==> config.mk <==
export PLATFORM = sky130hd
export DESIGN_NAME = unified_mem_arbiter
export DESIGN_NICKNAME = d
export VERILOG_FILES = /design/src/rtl/unified_mem_arbiter.sv
export SDC_FILE = /design/constraint.sdc
export NUM_CORES = 1
export LEC_CHECK = 0
export CAP_MARGIN = 20
export CORE_UTILIZATION = 45
export CTS_CLUSTER_SIZE = 28
export DETAILED_ROUTE_END_ITERATION = 7
export GPL_TIMING_DRIVEN = 0
export PLACE_DENSITY = 0.91
export SETUP_SLACK_MARGIN = 0.15
export SLEW_MARGIN = 0
export SYNTH_ARGS = -nofsm -noshare
export SYNTH_HDL_FRONTEND = slang
export SYNTH_SLANG_ARGS = --single-unit
==> constraint.sdc <==
create_clock -name clk_i -period 2.97 [get_ports clk_i]
set_input_delay 0.297 -clock clk_i [delete_from_list [all_inputs] [get_ports clk_i]]
set_output_delay 0.297 -clock clk_i [all_outputs]
set_load 0.01 [all_outputs]
==> src/rtl/unified_mem_arbiter.sv <==
// Arbitrates the IF and MEM pipeline stages onto one single-ported memory, with
// DM-first priority, a starvation guard for IF and an ack timeout.
module unified_mem_arbiter #(
    parameter int ADDR_W     = 32,
    parameter int DATA_W     = 32,
    parameter int STARVE_MAX = 4,
    parameter int TIMEOUT    = 16
) (
    input  logic              clk_i,
    input  logic              rst_i,
    input  logic              if_req_i,
    input  logic [ADDR_W-1:0] if_addr_i,
    output logic [DATA_W-1:0] if_data_o,
    output logic              if_ready_o,
    input  logic              dm_req_i,
    input  logic              dm_we_i,
    input  logic [ADDR_W-1:0] dm_addr_i,
    input  logic [DATA_W-1:0] dm_wdata_i,
    output logic [DATA_W-1:0] dm_rdata_o,
    output logic              dm_ready_o,
    output logic              mem_en_o,
    output logic              mem_we_o,
    output logic [ADDR_W-1:0] mem_addr_o,
    output logic [DATA_W-1:0] mem_wdata_o,
    input  logic [DATA_W-1:0] mem_rdata_i,
    input  logic              mem_ack_i,
    output logic              stall_o,
    output logic              err_o
);

    localparam int TMO_W    = $clog2(TIMEOUT + 1);
    localparam int STARVE_W = $clog2(STARVE_MAX + 1);

    typedef enum logic [1:0] {ST_IDLE, ST_BUSY, ST_RESP} state_t;
    typedef enum logic {OWN_IF, OWN_DM} owner_t;

    state_t              state_q, state_d;
    owner_t              owner_q, owner_d;
    logic                err_q, err_d;
    logic [TMO_W-1:0]    tmo_q, tmo_d;
    logic [STARVE_W-1:0] starve_q, starve_d;
    logic                mem_we_q, mem_we_d;
    logic [ADDR_W-1:0]   mem_addr_q, mem_addr_d;
    logic [DATA_W-1:0]   mem_wdata_q, mem_wdata_d;
    logic [DATA_W-1:0]   if_data_q, if_data_d;
    logic [DATA_W-1:0]   dm_rdata_q, dm_rdata_d;

    logic force_if, grant_dm, grant_if;

    // IF wins only once DM has been granted STARVE_MAX times in a row over a waiting fetch.
    assign force_if = if_req_i && (starve_q == STARVE_W'(STARVE_MAX));
    assign grant_dm = dm_req_i && !force_if;
    assign grant_if = if_req_i && !grant_dm;

    always_comb begin
        // NOTE: every variable gets its hold value first so no path can infer a latch.
        state_d     = state_q;
        owner_d     = owner_q;
        err_d       = err_q;
        tmo_d       = tmo_q;
        starve_d    = starve_q;
        mem_we_d    = mem_we_q;
        mem_addr_d  = mem_addr_q;
        mem_wdata_d = mem_wdata_q;
        if_data_d   = if_data_q;
        dm_rdata_d  = dm_rdata_q;

        case (state_q)
            ST_IDLE: begin
                if (grant_dm || grant_if) begin
                    state_d     = ST_BUSY;
                    owner_d     = grant_dm ? OWN_DM : OWN_IF;
                    mem_we_d    = grant_dm && dm_we_i;
                    mem_addr_d  = grant_dm ? dm_addr_i : if_addr_i;
                    mem_wdata_d = grant_dm ? dm_wdata_i : '0;
                    tmo_d       = TMO_W'(1);
                    err_d       = 1'b0;
                end
            end
            ST_BUSY: begin
                if (mem_ack_i) begin
                    state_d = ST_RESP;
                    err_d   = 1'b0;
                    if (!mem_we_q) begin
                        if (owner_q == OWN_DM) dm_rdata_d = mem_rdata_i;
                        else                   if_data_d  = mem_rdata_i;
                    end
                end else if (tmo_q == TMO_W'(TIMEOUT)) begin
                    state_d = ST_RESP;
                    err_d   = 1'b1;
                    if (owner_q == OWN_DM) dm_rdata_d = '0;
                    else                   if_data_d  = '0;
                end else begin
                    tmo_d = tmo_q + TMO_W'(1);
                end
            end
            ST_RESP: state_d = ST_IDLE;
            default: state_d = ST_IDLE;
        endcase

        if (!if_req_i) begin
            starve_d = '0;
        end else if (state_q == ST_IDLE && grant_if) begin
            starve_d = '0;
        end else if (state_q == ST_IDLE && grant_dm && !force_if) begin
            starve_d = starve_q + STARVE_W'(1);
        end
    end

    // NOTE: state registers use non-blocking assignments so every flop samples pre-edge values.
    always_ff @(posedge clk_i or negedge rst_i) begin
        if (!rst_i) begin
            state_q     <= ST_IDLE;
            owner_q     <= OWN_IF;
            err_q       <= 1'b0;
            tmo_q       <= '0;
            starve_q    <= '0;
            mem_we_q    <= 1'b0;
            mem_addr_q  <= '0;
            mem_wdata_q <= '0;
            // NOTE: data registers are reset too, since their outputs must read 0 out of reset.
            if_data_q   <= '0;
            dm_rdata_q  <= '0;
        end else begin
            state_q     <= state_d;
            owner_q     <= owner_d;
            err_q       <= err_d;
            tmo_q       <= tmo_d;
            starve_q    <= starve_d;
            mem_we_q    <= mem_we_d;
            mem_addr_q  <= mem_addr_d;
            mem_wdata_q <= mem_wdata_d;
            if_data_q   <= if_data_d;
            dm_rdata_q  <= dm_rdata_d;
        end
    end

    assign mem_en_o    = (state_q == ST_BUSY);
    assign mem_we_o    = mem_we_q;
    assign mem_addr_o  = mem_addr_q;
    assign mem_wdata_o = mem_wdata_q;
    assign if_data_o   = if_data_q;
    assign dm_rdata_o  = dm_rdata_q;
    assign if_ready_o  = (state_q == ST_RESP) && (owner_q == OWN_IF);
    assign dm_ready_o  = (state_q == ST_RESP) && (owner_q == OWN_DM);
    assign err_o       = (state_q == ST_RESP) && err_q;
    assign stall_o     = (if_req_i && !if_ready_o) || (dm_req_i && !dm_ready_o);

endmodule
==> key figures <==
Yosys
  • Synth Area in Compound Gates: 0.1602
  • Count of cell types in the netlist: 39
  • Top area cells in the synthesized netlist: dfrtp_1 61%, nand2_1 8.6%, o21ai_0 7.0%
  • Leading area contributor after synthesis: dfrtp_1
  • Syn nets: 669
  • Synth Instances: 531
  • Largest family of logic cells by synthesized area: compound AO/OA/AOI/OAI gates
  • Top-area cell type share of the netlist area: 0.6063
  • Post-Syn Area: 5819 µm²
  • Avg Cell Area, Syn: 10.96 µm²
  • Post-synthesis simple-gate area fraction: 0.1178
  • Yosys warnings: 0
  • Mux cell area share after synthesis: 0.05870
  • Adder-cell area share of the yosys netlist: 0.008600
  • Xor/xnor share of the synthesized area: 0
  • #FFs+latches synth: 141
  • Register area share after synthesis: 0.6063

STA
  • RSZ-0062 raised after global routing: false
  • Final setup margin: 0.7685 ns
  • Worst Skew: 0.01046 ns
  • Final count of hold timing violations: 0
  • Minimum clock period: 2.202 ns
  • Tightest Pin Transition: 0.5917 ns
  • TNS Setup: 0 ns
  • Relative slew slack: 0.6056
  • Tcrit/Tclk final: 0.7413
  • Max Slew Vio Count: 0
  • Highest Clock Rate: 454.2 MHz
  • Setup-failing EPs final: 0

Global route
  • First-pass GRT wire length: 26990 µm
  • GRT Total Usage: 0.2681
  • Initial antenna violation count: 0
  • Grt ovf: 0
  • Largest net degree at the start of global routing: 80
  • Vias in the first global route: 5430

Final layout
  • Layout Nets: 957
  • Area Overhead vs Synth: 60.27%
  • Most frequent cells in the layout: 266 x clkdlybuf4s50_1, 141 x dfrtp_1, 134 x nand2_1, 81 x o21ai_0
  • Area occupied by multi-input gates: 2009 µm²
  • Final antenna diode count: 0
  • Final core utilization: 0.7390
  • Fill count: 824
  • Fin area: 9326 µm²
  • Storage element area: 3528 µm²
  • Most common cell after layout, fill and taps aside: clkdlybuf4s50_1
  • Share of layout cells above drive strength 1: 0.08534

Power
  • Leak pwr: 0.004130 µW
  • Pwr dens: 983.9 nW/µm²
  • Tot Pwr: 9176 µW
  • Worst vdd ir: 0.5978 mV

Worst setup path
  • Buf/Inv on CP: 1
  • Crit Path Class: flip-flop to primary output
  • Crit path launch type: flip-flop
  • CP max FO: 5
  • Launching point of the worst reg2reg path: tmo_q[0]
  • Crit path capture type: primary output
  • CP max stage delay: 0.60 ns
  • Family with the most delay on the worst path: buffers and inverters
  • Worst Path Arrival: 1.90 ns
  • Worst EP required: 2.67 ns
  • CP cell instances: nor2b_1 > and2_1 > o22ai_1 > clkdlybuf4s50_1
  • Slowest CP cell: clkdlybuf4s50_1
  • CP startpoint: state_q[1]
  • Reg2Reg Setup Slack: 1.17 ns

Detailed routing
  • Post-route ant nets: 0
  • Routed vias/inst: 5.148
  • Via count: 5169
  • DRC: 0
  • DR WL/cell: 17.25 µm
  • DRT Wirelength: 17320 µm
  • First-pass iteration count of the detailed router: 5
  • Initial DRC count: 278

Clocking
  • Clock sinks: 141
  • CTS buffer count: 17
  • Worst skew pair latency: 0.41 ns
  • Clk buf depth: 2
  • Depth of the CTS H-tree: 4
  • TritonCTS clock tree: yes
  • Post-CTS Setup Inserts: 0
  • CTS clk-pin slew, worst paths: 0.06 ns
  • Root buf cell: clkbuf_16

Placement
  • Area after DPL: 8736 µm²
  • Place WS: 0.9637 ns
  • Port buffer count: 267
  • GPL Wtd Cong: 0.8481
  • DP Wirelength: 12990 µm

Run
  • MaxCap Viol Count: 0

Floorplanning
  • Vert. Die Dim: 115.7 µm
  • Die area: 13390 µm²
  • CORE AREA: 12620 µm²
  • I/O pin count: 268
  • Die X: 115.7 µm
  • # rows: 41
  • Initial core utilization: 0.4611

Min path
  • Min-delay worst type: primary input to asynchronous set/reset pin

Status
  • Outcome: complete, no violations
through the flow:
| stage | hold WS (ns) | cells |
|---|---|---|
| CTS | 0.4404 | 1004 |
| floorplan | 0.001409 | 531 |
| finish | 0.4479 | 1004 |
| global placement | 0.4610 | 970 |
| detailed placement | 0.3133 | 971 |
| global route | 0.4607 | 1004 |
routing by layer:
layer	vias up	part of all wire	GRT usage
met5	-	0	0
met4	0	0.030	0.1393
met3	45	0.079	0.08525
met2	248	0.51	0.4703
met1	2468	0.38	0.2911
li1	2408	-	-
area by class of cell:
type / count / area share
buffer: 34 / 0.02616
clock buffer: 19 / 0.04749
clock inverter: 13 / 0.01476
inverter: 10 / 0.004025
multi-input combinational: 346 / 0.2155
sequential: 141 / 0.3783
tap: 172 / 0.02307
timing repair buffer: 269 / 0.2907
synthesized netlist by cell type:
master,number
or3_1,1
mux2i_1,33
nand3_1,10
dfrtp_1,141
buf_4,3
nand2_2,1
nand2b_2,1
a22oi_1,1
buf_2,9
nor3b_1,1
or2_2,1
nand2_1,134
ha_1,4
nand2b_1,1
clkinv_1,1
o211ai_1,2
inv_1,9
o21ai_1,11
a22o_1,33
and4bb_4,1
mux2_2,1
nand4bb_1,1
o2111ai_4,2
nand3b_1,1
a21o_1,1
nor3_1,2
and2_1,3
o2111ai_1,1
nor2_1,4
o22ai_1,2
buf_6,11
buf_8,1
o21ai_0,81
o21ai_2,7
a21oi_1,2
nor2b_1,1
and3_1,1
o31ai_1,1
clkbuf_1,10
path summary, 6_finish.rpt:
check | endpoint | depth (start not counted)
worst max-delay path | stall_o | 4
worst min-delay path | dm_rdata_o[9] | 2
worst max register to register | dm_rdata_o[7] | 7
worst min register to register | if_data_o[23] | 2
max in group asynchronous | mem_wdata_o[14] | 3
min in group clk_i | if_data_o[24] | 3
worst register-to-register path, stage by stage, from the launching register on:
cell and delay [ns]:
dfrtp_1 0.37, inv_1 0.08, ha_1 0.22, and4bb_4 0.24, o2111ai_4 0.39, buf_6 0.21
nand2_1 0.07, o21ai_0 0.11
where the power goes:
part           internal, µW  switching (µW)
logic                  2070            1770
registers              2740             525
clock network          1260             811
cells by family after synthesis:
| group | count (synthesis) |
|---|---|
| AOI/OAI and AO/OA | 144 |
| adders and majority gates | 4 |
| buffers and inverters | 44 |
| DFF | 141 |
| muxes | 34 |
| and+or+nand+nor | 164 |
state kept, by name (all words and copies together) (netlist names):
name / cells
dm_rdata_o: 32
if_data_o: 32
mem_addr_o: 32
mem_wdata_o: 32
tmo_q: 5
starve_q: 3
state_q: 2
err_q: 1
mem_we_o: 1
owner_q: 1
repair_timing:
action                    CTS  global route
gates resized for setup     0             0
hold buffers                1             0
hold endpoints to repair   62             0
(Power assumes the default switching activity.)
